`config.mk`:
```
export PLATFORM = sky130hd
export DESIGN_NAME = amstrad_int_gen_flat
export DESIGN_NICKNAME = d
export VERILOG_FILES = /design/src/rtl/amstrad_pkg.sv /design/src/rtl/amstrad_int_gen_if.sv /design/src/rtl/amstrad_raster_cmp.sv /design/src/rtl/amstrad_int_gen.sv /design/src/flat_wrapper.sv
export SDC_FILE = /design/constraint.sdc
export NUM_CORES = 1
export LEC_CHECK = 0
export BUFFER_PORTS_ARGS = -buffer_cell sky130_fd_sc_hd__clkbuf_2
export CORE_AREA = 5 5 75 104
export DETAILED_ROUTE_END_ITERATION = 7
export DIE_AREA = 0 0 80 109
export GPL_ROUTABILITY_DRIVEN = 0
export MAX_ROUTING_LAYER = met4
export PLACE_DENSITY = 0.73
export SETUP_SLACK_MARGIN = 0.15
export SLEW_MARGIN = 25
export SYNTH_ARGS = -nofsm -noshare
export SYNTH_HDL_FRONTEND = slang
export SYNTH_SLANG_ARGS = --single-unit
```
`constraint.sdc`:
```
create_clock -name CLK -period 2.9 [get_ports CLK]
set_input_delay 0.58 -clock CLK [delete_from_list [all_inputs] [get_ports CLK]]
set_output_delay 0.58 -clock CLK [all_outputs]
set_load 0.01 [all_outputs]
```
`src/rtl/amstrad_pkg.sv`:
```
// Shared constants for the interrupt generator: gate-array command decode,
// source-id width and default parameter values.
package amstrad_pkg;

  localparam int SRC_W            = 3;
  localparam logic [1:0] GA_CMD_RMR = 2'b10;
  localparam int RMR_INT_CLR_BIT  = 4;

  localparam int LINE_DIV_DEF     = 52;
  localparam int VS_DELAY_DEF     = 2;
  localparam int CNT_W_DEF        = 6;
  localparam int NUM_RASTER_DEF   = 3;
  localparam int LINE_W_DEF       = 9;

  // Width needed to hold the VSYNC delay reload value (at least one bit).
  function automatic int dly_width(input int max_val);
    return (max_val < 2) ? 1 : $clog2(max_val + 1);
  endfunction

endpackage

```
`src/rtl/amstrad_int_gen_if.sv`:
```
// Sync/ack/register bus between the system side and the interrupt generator.
interface amstrad_int_gen_if
  import amstrad_pkg::*;
#(
  parameter int CNT_W  = CNT_W_DEF,
  parameter int LINE_W = LINE_W_DEF
) ();

  logic              CE_4;
  logic              SAMPLE;
  logic              crtc_hs;
  logic              crtc_vs;
  logic              INTack;
  logic              WE;
  logic [7:0]        D;
  logic              RAS_WE;
  logic [SRC_W-1:0]  RAS_SEL;
  logic [LINE_W-1:0] RAS_LINE;
  logic              RAS_EN;
  logic              INT;
  logic [SRC_W-1:0]  INT_SRC;
  logic [CNT_W-1:0]  LINE_CNT;
  logic [LINE_W-1:0] VLINE;

  modport master (
    output CE_4, SAMPLE, crtc_hs, crtc_vs, INTack, WE, D,
           RAS_WE, RAS_SEL, RAS_LINE, RAS_EN,
    input  INT, INT_SRC, LINE_CNT, VLINE
  );

  modport slave (
    input  CE_4, SAMPLE, crtc_hs, crtc_vs, INTack, WE, D,
           RAS_WE, RAS_SEL, RAS_LINE, RAS_EN,
    output INT, INT_SRC, LINE_CNT, VLINE
  );

endinterface

```
`src/rtl/amstrad_raster_cmp.sv`:
```
// One raster-line interrupt channel: holds its compare line and enable, and
// flags a hit on the HSYNC fall whose updated scanline matches.
module amstrad_raster_cmp
  import amstrad_pkg::*;
#(
  parameter int LINE_W = LINE_W_DEF,
  parameter int IDX    = 0
) (
  input  logic              clk_i,
  input  logic              rst_n_i,
  input  logic              ras_we_i,
  input  logic [SRC_W-1:0]  ras_sel_i,
  input  logic [LINE_W-1:0] ras_line_i,
  input  logic              ras_en_i,
  input  logic              hs_fall_i,
  input  logic [LINE_W-1:0] vline_i,
  output logic              hit_o
);

  logic [LINE_W-1:0] line_q;
  logic              en_q;

  // Channel register write; the new value is only seen by later HSYNC falls.
  always_ff @(posedge clk_i or negedge rst_n_i) begin
    if (!rst_n_i) begin
      line_q <= '0;
      en_q   <= 1'b0;
    end else if (ras_we_i && (ras_sel_i == SRC_W'(IDX))) begin
      line_q <= ras_line_i;
      en_q   <= ras_en_i;
    end
  end

  // vline_i is the post-update scanline of the current HSYNC fall.
  assign hit_o = hs_fall_i & en_q & (line_q == vline_i);

endmodule

```
`src/rtl/amstrad_int_gen.sv`:
```
// Gate-array style interrupt generator: HSYNC-divided periodic interrupt with
// VSYNC resync, plus programmable raster-line channels and a source id.
module amstrad_int_gen
  import amstrad_pkg::*;
#(
  parameter int LINE_DIV   = LINE_DIV_DEF,
  parameter int VS_DELAY   = VS_DELAY_DEF,
  parameter int CNT_W      = CNT_W_DEF,
  parameter int NUM_RASTER = NUM_RASTER_DEF,
  parameter int LINE_W     = LINE_W_DEF
) (
  input logic              CLK,
  input logic              RESET_n,
  amstrad_int_gen_if.slave bus
);

  localparam int PEND_W = NUM_RASTER + 1;
  localparam int DLY_W  = dly_width(VS_DELAY);
  localparam int MSB    = CNT_W - 1;

  logic              old_hs_q, old_vs_q;
  logic [CNT_W-1:0]  cnt_q, cnt_d;
  logic [LINE_W-1:0] vline_q, vline_d;
  logic [DLY_W-1:0]  delay_q, delay_d;
  logic [PEND_W-1:0] pend_q, pend_d;
  logic [PEND_W-1:0] set_vec, clr_vec;
  logic [SRC_W-1:0]  src;
  logic              tick, hs_fall, vs_rise, we_clr, int_req, ack;
  logic              resync, set0;

  assign tick    = bus.CE_4 & bus.SAMPLE;
  assign hs_fall = tick & old_hs_q & ~bus.crtc_hs;
  assign vs_rise = tick & ~old_vs_q & bus.crtc_vs;
  assign we_clr  = bus.WE & (bus.D[7:6] == GA_CMD_RMR) & bus.D[RMR_INT_CLR_BIT];
  assign int_req = |pend_q;
  assign ack     = bus.INTack & int_req;

  // Lowest pending index wins the source id.
  always_comb begin
    src = '0;
    for (int i = PEND_W - 1; i >= 0; i--) begin
      if (pend_q[i]) src = SRC_W'(i);
    end
  end

  // Periodic divider, VSYNC resync delay and scanline counter.
  always_comb begin
    delay_d = delay_q;
    resync  = 1'b0;
    if (vs_rise) begin
      delay_d = DLY_W'(VS_DELAY);
    end else if (hs_fall && (delay_q != '0)) begin
      delay_d = delay_q - DLY_W'(1);
      resync  = (delay_q == DLY_W'(1));
    end

    cnt_d = cnt_q;
    set0  = 1'b0;
    if (we_clr) begin
      cnt_d = '0;
    end else if (resync) begin
      // Resync raises only if the counter is in its upper half, so an
      // interrupt that just fired is not repeated.
      cnt_d = '0;
      set0  = cnt_q[MSB];
    end else if (hs_fall) begin
      if (cnt_q == CNT_W'(LINE_DIV - 1)) begin
        cnt_d = '0;
        set0  = 1'b1;
      end else begin
        cnt_d = cnt_q + CNT_W'(1);
      end
    end
    // Acking the periodic source drops the guard bit of the updated count.
    if (ack && (src == '0)) cnt_d[MSB] = 1'b0;

    vline_d = vline_q;
    if (vs_rise) begin
      vline_d = '0;
    end else if (hs_fall && (vline_q != '1)) begin
      vline_d = vline_q + LINE_W'(1);
    end
  end

  assign set_vec[0] = set0;

  // One compare channel per raster source.
  for (genvar g = 0; g < NUM_RASTER; g++) begin : g_ras
    amstrad_raster_cmp #(
      .LINE_W (LINE_W),
      .IDX    (g)
    ) u_cmp (
      .clk_i      (CLK),
      .rst_n_i    (RESET_n),
      .ras_we_i   (bus.RAS_WE),
      .ras_sel_i  (bus.RAS_SEL),
      .ras_line_i (bus.RAS_LINE),
      .ras_en_i   (bus.RAS_EN),
      .hs_fall_i  (hs_fall),
      .vline_i    (vline_d),
      .hit_o      (set_vec[g+1])
    );
  end

  // Pending update: a new event in the same cycle beats any clear of its bit.
  always_comb begin
    clr_vec = '0;
    for (int i = 0; i < PEND_W; i++) begin
      if (ack && (src == SRC_W'(i))) clr_vec[i] = 1'b1;
    end
    if (we_clr) clr_vec[0] = 1'b1;
    pend_d = (pend_q & ~clr_vec) | set_vec;
  end

  // State registers.
  always_ff @(posedge CLK or negedge RESET_n) begin
    if (!RESET_n) begin
      old_hs_q <= 1'b0;
      old_vs_q <= 1'b0;
      cnt_q    <= '0;
      vline_q  <= '0;
      delay_q  <= '0;
      pend_q   <= '0;
    end else begin
      if (tick) begin
        old_hs_q <= bus.crtc_hs;
        old_vs_q <= bus.crtc_vs;
      end
      cnt_q   <= cnt_d;
      vline_q <= vline_d;
      delay_q <= delay_d;
      pend_q  <= pend_d;
    end
  end

  assign bus.INT      = int_req;
  assign bus.INT_SRC  = src;
  assign bus.LINE_CNT = cnt_q;
  assign bus.VLINE    = vline_q;

endmodule

```
`src/flat_wrapper.sv`:
```
// flat-port wrapper written by rule: the top's interface ports become plain ports
module amstrad_int_gen_flat import amstrad_pkg::*;
#(
  parameter int LINE_DIV   = LINE_DIV_DEF,
  parameter int VS_DELAY   = VS_DELAY_DEF,
  parameter int CNT_W      = CNT_W_DEF,
  parameter int NUM_RASTER = NUM_RASTER_DEF,
  parameter int LINE_W     = LINE_W_DEF
)
  (CLK, RESET_n, bus_CE_4, bus_SAMPLE, bus_crtc_hs, bus_crtc_vs, bus_INTack, bus_WE, bus_D, bus_RAS_WE, bus_RAS_SEL, bus_RAS_LINE, bus_RAS_EN, bus_INT, bus_INT_SRC, bus_LINE_CNT, bus_VLINE);
  amstrad_int_gen_if #(.CNT_W(CNT_W), .LINE_W(LINE_W)) bus_i ();
  input logic CLK;
  input logic RESET_n;
  input wire logic [$bits(bus_i.CE_4)-1:0] bus_CE_4;
  input wire logic [$bits(bus_i.SAMPLE)-1:0] bus_SAMPLE;
  input wire logic [$bits(bus_i.crtc_hs)-1:0] bus_crtc_hs;
  input wire logic [$bits(bus_i.crtc_vs)-1:0] bus_crtc_vs;
  input wire logic [$bits(bus_i.INTack)-1:0] bus_INTack;
  input wire logic [$bits(bus_i.WE)-1:0] bus_WE;
  input wire logic [$bits(bus_i.D)-1:0] bus_D;
  input wire logic [$bits(bus_i.RAS_WE)-1:0] bus_RAS_WE;
  input wire logic [$bits(bus_i.RAS_SEL)-1:0] bus_RAS_SEL;
  input wire logic [$bits(bus_i.RAS_LINE)-1:0] bus_RAS_LINE;
  input wire logic [$bits(bus_i.RAS_EN)-1:0] bus_RAS_EN;
  output wire logic [$bits(bus_i.INT)-1:0] bus_INT;
  output wire logic [$bits(bus_i.INT_SRC)-1:0] bus_INT_SRC;
  output wire logic [$bits(bus_i.LINE_CNT)-1:0] bus_LINE_CNT;
  output wire logic [$bits(bus_i.VLINE)-1:0] bus_VLINE;
  assign bus_i.CE_4 = bus_CE_4;
  assign bus_i.SAMPLE = bus_SAMPLE;
  assign bus_i.crtc_hs = bus_crtc_hs;
  assign bus_i.crtc_vs = bus_crtc_vs;
  assign bus_i.INTack = bus_INTack;
  assign bus_i.WE = bus_WE;
  assign bus_i.D = bus_D;
  assign bus_i.RAS_WE = bus_RAS_WE;
  assign bus_i.RAS_SEL = bus_RAS_SEL;
  assign bus_i.RAS_LINE = bus_RAS_LINE;
  assign bus_i.RAS_EN = bus_RAS_EN;
  assign bus_INT = bus_i.INT;
  assign bus_INT_SRC = bus_i.INT_SRC;
  assign bus_LINE_CNT = bus_i.LINE_CNT;
  assign bus_VLINE = bus_i.VLINE;
  amstrad_int_gen #(.LINE_DIV(LINE_DIV), .VS_DELAY(VS_DELAY), .CNT_W(CNT_W), .NUM_RASTER(NUM_RASTER), .LINE_W(LINE_W)) u_core (.CLK(CLK), .RESET_n(RESET_n), .bus(bus_i));
endmodule
```
# ---- Word level (Yosys, flattened, before mapping)
# Index checks and enable logic that the tools add are counted.
dict set report totals {
  reg_bits 53
  output_inout_bits 19
  elab_cells 87
  inputBits 30
}
dict set report op_classes {
  bitwise_logic 19
  mux 24
  eq_ne 12
  addsub 3
  n_reduce_logical 16
}
# op n
set ops {}
lappend ops {{9-bit equality test} 3}
lappend ops {{6-bit two-way mux} 4}
lappend ops {{9-bit two-way mux} 2}
lappend ops {{1-bit AND} 14}
lappend ops {{1-bit two-way mux} 12}
lappend ops {{9-bit by 1-bit adder with 9-bit output, second input constant} 1}
lappend ops {{3-bit by 2-bit equality test with 1-bit output, second input constant} 3}
lappend ops {{1-bit logical AND} 9}
lappend ops {{3-bit two-way mux} 3}
lappend ops {{9-bit inequality test, second input constant} 1}
lappend ops {{6-bit by 1-bit adder with 6-bit output, second input constant} 1}
lappend ops {{3-bit by 1-bit equality test with 1-bit output, second input constant} 2}
lappend ops {{6-bit equality test, second input constant} 1}
lappend ops {{3-bit logical NOT} 2}
lappend ops {{2-bit two-way mux} 3}
lappend ops {{4-bit AND} 1}
lappend ops {{4-bit inverter} 1}
lappend ops {{4-bit OR} 1}
lappend ops {{2-bit nonzero test} 2}
lappend ops {{4-bit nonzero test} 1}
lappend ops {{4-bit OR reduction} 1}
lappend ops {{3-bit nonzero test} 1}
lappend ops {{2-bit by 1-bit equality test with 1-bit output, second input constant} 1}
lappend ops {{2-bit equality test, second input constant} 1}
lappend ops {{other kinds (2)} 3}

# ---- Logic depth before layout (Yosys ltp)
dict set report depth {
  ltp_word 11
  mapped_depth 11
  mapped_depth_nobuf 10
}

# ---- Modules after synthesis
# A second synthesis with hierarchy kept.
dict set report hier_totals {
  hier_cells 230
  area_unflattened_um2 2782.7
}
# module seq_area_each_um2 cells_each instances area_per_inst_um2
set modules_own_cells {}
lappend modules_own_cells {amstrad_int_gen 575.6 125 1 1232.4}
lappend modules_own_cells {{amstrad_raster_cmp at u_core.g_ras[1].u_cmp ...} 250.2 35 2 525.5}
lappend modules_own_cells {{amstrad_raster_cmp at u_core.g_ras[0].u_cmp} 250.2 35 1 499.2}

# ---- Least setup slack after synthesis
# Ideal clock, no wire load.
dict set report synth_timing {
  path_kind {reg2reg}
  from {register u_core.vline_q[0], in the netlist u_core.bus.VLINE[0]}
  to {register u_core.pend_q[2]}
  arrival_ns 2.577
  n_path_buf 1
  path_stages_with_launch 12
  synth_period_minus_slack_ns 2.672
  required_ns 2.805
  setup_ns 0.095
  slack_ns 0.228
  path_cell_list {dfrtp_1 > ha_1 > nand3_1 > nor2_1 > ha_1 > buf_2 > or3b_2 > nand3_1 > nand3_2 > xor2_1 > a2111o_1 > o31ai_1}
}
dict set report synth_between {
  elab_chain_len 7
  word_cells_on_any_way 8
  classes_between {add/sub (1); eq/ne (2); mux (2); bitwise (2); reduce/logical (1)}
}
# element line_no
set synth_lines {}
lappend synth_lines {{from (decl)} amstrad_int_gen.sv:23} ;# logic [LINE_W-1:0] vline_q, vline_d;
lappend synth_lines {{from (signal assigned)} amstrad_int_gen.sv:130} ;# vline_q <= vline_d;
lappend synth_lines {{parallel branches: the longest is 2 deep, another holds 9-bit by 1-bit adder with 9-bit output} -}
lappend synth_lines {{9-bit two-way mux *} amstrad_int_gen.sv:80} ;# end else if (hs_fall && (vline_q != '1)) begin
lappend synth_lines {{9-bit two-way mux *} amstrad_int_gen.sv:78} ;# if (vs_rise) begin
lappend synth_lines {{via u_core.g_ras[0].u_cmp.vline_i[1]} amstrad_raster_cmp.sv:16} ;# input logic [LINE_W-1:0] vline_i,
lappend synth_lines {{9-bit equality test *} amstrad_raster_cmp.sv:35} ;# assign hit_o = hs_fall_i & en_q & (line_q == vline_i);
lappend synth_lines {{1-bit AND *} amstrad_raster_cmp.sv:35}
lappend synth_lines {{4-bit OR *} amstrad_int_gen.sv:112} ;# pend_d = (pend_q & ~clr_vec) | set_vec;
lappend synth_lines {{via u_core.pend_d[2]} amstrad_int_gen.sv:25} ;# logic [PEND_W-1:0] pend_q, pend_d;
lappend synth_lines {{to (signal assigned)} amstrad_int_gen.sv:132} ;# pend_q <= pend_d;
lappend synth_lines {{to (decl)} amstrad_int_gen.sv:25}
# Mark *: on every way through the listed nets, which the timed path passes.
# A chain may end at the register's enable or synchronous reset.

# ---- Worst setup path in the final report
dict set report layout_timing {
  from {register u_core.vline_q[1], in the netlist u_core.bus.VLINE[1]}
  to {register u_core.pend_q[3]}
}
dict set report layout_between {
  elab_chain_len 7
  word_cells_on_any_way 8
  classes_between {add/sub (1); eq/ne (2); mux (2); bitwise (2); reduce/logical (1)}
}
# element line_no
set layout_lines {}
lappend layout_lines {{parallel branches: the longest is 2 deep, another holds 9-bit by 1-bit adder with 9-bit output} -}
lappend layout_lines {{9-bit two-way mux *} amstrad_int_gen.sv:80}
lappend layout_lines {{9-bit two-way mux *} amstrad_int_gen.sv:78}
lappend layout_lines {{9-bit equality test *} amstrad_raster_cmp.sv:35}
lappend layout_lines {{1-bit AND *} amstrad_raster_cmp.sv:35}
lappend layout_lines {{4-bit OR *} amstrad_int_gen.sv:112}
lappend layout_lines {{via u_core.pend_d[3]} amstrad_int_gen.sv:25}
# Marks and branches as above.

==> summary.txt <==
Outcome
  • Outcome: finished clean

Clock tree
  • Clock Sinks: 53
  • Maximum clock insertion buffer count: 2
  • TritonCTS buffer count: 5
  • Hold bufs inserted after CTS: 0
  • CTS tree: done
  • # H-tree levels: 2
  • Root Driver: clkbuf_8
  • Clock latency on the worst-skew pair: slightly above 300 ps
  • CTS clk-pin slew, worst paths: ~100 ps

Die
  • Die W: approximately 80 um
  • Initial Util: between 40% and 50%
  • FP Rows: 36
  • Core Area: slightly below 7000 sq um
  • Chip height: around 110 um
  • DIE AREA: approximately 8700 sq um
  • Io pins: 49

GRT
  • Vias in the first global route: between 2k and 3k
  • Tot GR Track Use: a little under a fifth
  • Global-route wire length before repair: about 12 mm
  • Pin count of the biggest net entering global routing: 31
  • GR Overflow Total: 0
  • Initial antenna violation count: 0

Cells and area
  • Ant diodes: 0
  • Layout cells sized above 1: about 38%
  • Nets: between 300 and 400
  • Area Overhead vs Synth: 21.9%

Logic synthesis
  • Mapped Area: between 2000 and 3000 sq um
  • Yosys top cell area share: between 40% and 50%
  • Cells after Synth: around 280
  • Count of different cell masters after synthesis: between 50 and 60
  • Commonest cells post-synth: 53 x dfrtp_1, 31 x mux2_2, 17 x nor2_1
  • Post-Syn Area per Cell: approximately 11 sq um
  • Most frequent cell after synthesis: dfrtp_1
  • Ys async rst share: 100%
  • Primary FF master, synth: dfrtp_1
  • Synth area leaders: dfrtp_1 45%, mux2_2 12%, xnor2_1 3.6%, o21ai_0 2.5%, nor2_1 2.2%
  • EDFF count, synth: 0
  • Synth warnings: 0
  • Syn nets: between 300 and 400
  • Yosys reg bits: between 50 and 60
  • Part of the Yosys area used for sequential elements: between 40% and 50%
  • Synth area leader: dfrtp_1

Timing
  • Setup TNS: 0 ps
  • Tcrit/Tclk final: between 90 and 100%
  • Setup violators final: 0
  • Crit path time final: ~2700 ps
  • Final Hold Fails: 0
  • Clock Skews: 10.7 ps
  • Max Freq: about 0.38 GHz
  • Slew Viols, Final: 0
  • RSZ-0062 raised after global routing: no
  • Min Hold Slack: between 200 and 250 ps

Worst setup path
  • Crit path cell chain: ha_2 -> nand3_2 -> nor2_2 -> ha_2 -> nand4b_1 -> buf_4 -> buf_6 -> o211ai_1 -> a21oi_2 -> nor4_4 -> o2111ai_2 -> o31ai_1
  • Crit-path max cell delay: about 400 ps
  • CP Buf/Inv Count: 2
  • Crit path capture type: register
  • R2r endpoint: u_core.pend_q[3]
  • Required @ worst endpoint: around 3100 ps
  • Register-to-Register Setup Slack: roughly 230 ps
  • Cell mode on critical path: ha_2
  • Max Fanout on Critical Path: 5
  • Kind of start point of the critical path: register
  • CP max-delay cell: dfrtp_1
  • Worst R2R Path Depth: 12
  • Crit path arrival time: 2890 ps
  • Reg2Reg Launch Point: u_core.bus.VLINE[1]
  • Crit-path leading delay family: compound AO/OA/AOI/OAI gates
  • WS Path Type: reg -> reg

Pwr
  • Seq pwr share: between 40% and 50%
  • VDD IR max: 0.000228 V
  • Switching Fraction: between 30% and 40%
  • Int Pwr: ~1.4 mW
  • Part of the power in the clock network: 25.0%
  • Pwr/cell area: roughly 580 nW/um^2
  • Leak pwr: between 1.5 and 2 nW
  • Switching power: ~0.66 mW
  • Comb pwr share: between 20% and 30%

Route
  • DR DRC count: 0
  • Vias per cell: roughly 5.5
  • Pre-Repair DR Iteration Count: 4
  • Vias post-DR: between 2k and 2.5k
  • DR WL/cell: 16.3 um
  • Post-route ant nets: 0
  • Final WL: 7.19 mm
  • Iter 0 DRT Violations: 151

Placed design
  • Hpwl dp: 5.39 mm
  • IO Port Bufs: 42

Min path
  • Kind of path behind the tightest hold check: in -> async

Flow run
  • Max-cap viol count: 0
==> worst max path at each step <==
stage | startpoint | to | slack [ps] | cells after the start
floorplan | u_core.bus.VLINE[0] | u_core.pend_q[2] | 230 | 11
global placement | u_core.bus.VLINE[1] | u_core.pend_q[3] | 190 | 10
detailed placement | u_core.bus.VLINE[1] | u_core.pend_q[3] | 140 | 10
CTS | u_core.bus.VLINE[0] | u_core.pend_q[3] | 150 | 10
global route | u_core.bus.VLINE[1] | u_core.pend_q[3] | 110 | 12
finish | u_core.bus.VLINE[1] | u_core.pend_q[3] | 230 | 12
==> per-stage QoR <==
stage / instances / setup slack [ps] / total power [mW] / util [%] / cell area [sq um]
6_report: 440 / 235 / 2.10 / 52.7 / 3610
5_1_grt: 440 / 106 / 2.23 / 52.7 / 3610
4_1_cts: 438 / 153 / 2.08 / 51.5 / 3530
3_5_place_dp: 425 / 138 / 1.54 / 49.0 / 3360
3_3_place_gp: 425 / 190 / 1.51 / 49.0 / 3360
2_1_floorplan: 281 / 228 / 1.34 / - / 2960
==> layout by cell type, fill, tap and decap left out, drive strengths merged, types with 2 or more instances in the layout <==
cell / synthesis / routed
nand2: 16 / 16
o2111ai: 3 / 3
nor2: 17 / 17
a211oi: 2 / 2
a21oi: 13 / 13
o21ai: 15 / 15
a221oi: 4 / 4
nor3: 9 / 9
or4: 3 / 3
xor2: 5 / 5
o31ai: 5 / 5
inv: 11 / 11
o211a: 2 / 2
nand4b: 5 / 5
a211o: 2 / 2
and3: 3 / 3
nand3: 13 / 13
clkbuf: 3 / 49
xnor2: 12 / 12
ha: 5 / 5
mux2: 31 / 31
nand2b: 4 / 4
nor4: 6 / 6
o32a: 2 / 2
nor3b: 4 / 4
buf: 8 / 25
and4b: 3 / 3
or3: 3 / 3
o211ai: 7 / 7
dfrtp: 53 / 53
==> per-layer routing <==
| metal | routed length, um | vias up | part of all wire [%] | track usage [%] |
|---|---|---|---|---|
| li1 | - | 1169 | - | - |
| met1 | 2880 | 1185 | 40 | 19.8 |
| met2 | 3840 | 51 | 53 | 32.1 |
| met3 | 255 | 14 | 3.5 | 2.89 |
| met4 | 209 | 0 | 2.9 | 7.25 |
| met5 | 0 | - | 0 | - |
==> cells by family after synthesis <==
kind of cell | after synthesis | share of synthesized area, %
simple gates | 90 | 17.8
flops | 53 | 44.8
xor+xnor | 17 | 5.03
mux | 32 | 12.1
buf+inv | 22 | 3.64
fa+ha+maj | 5 | 2.11
other cells | 1 | 0.127
compound gates | 61 | 14.3
==> area by class of cell <==
class                      instances  area (sq um)
inverter                          11          41.3
fill                             621          3240
sequential                        53          1330
clock inverter                     1          30.0
multi-input combinational        206          1600
timing repair buffer              67           402
clock buffer                       7          86.3
tap                               95           119
==> power by group through the flow <==
stage / clock (mW) / combinational (mW) / sequential (mW)
5_1_grt: 0.565 / 0.636 / 1.03
4_1_cts: 0.534 / 0.543 / 1.00
2_1_floorplan: 0 / 0.341 / 0.997
6_report: 0.525 / 0.567 / 1.01
3_5_place_dp: 0 / 0.522 / 1.02
3_3_place_gp: 0 / 0.504 / 1.01
==> state kept, by name, summed over array words and instances (netlist names) <==
name,cells
u_core.bus.LINE_CNT,6
u_core.delay_q,2
u_core.bus.VLINE,9
u_core.pend_q,4
u_core.old_vs_q,1
u_core.old_hs_q,1
u_core.g_ras.u_cmp.line_q,27
u_core.g_ras.u_cmp.en_q,3
==> repair_timing <==
action / 4_1_cts / 5_1_grt
gates resized for setup: 5 / 12
setup endpoints to repair: 2 / 3
setup buffers: 5 / 2
pin swaps: 5 / 10
Note: power is estimated with default switching activity, not from simulation.
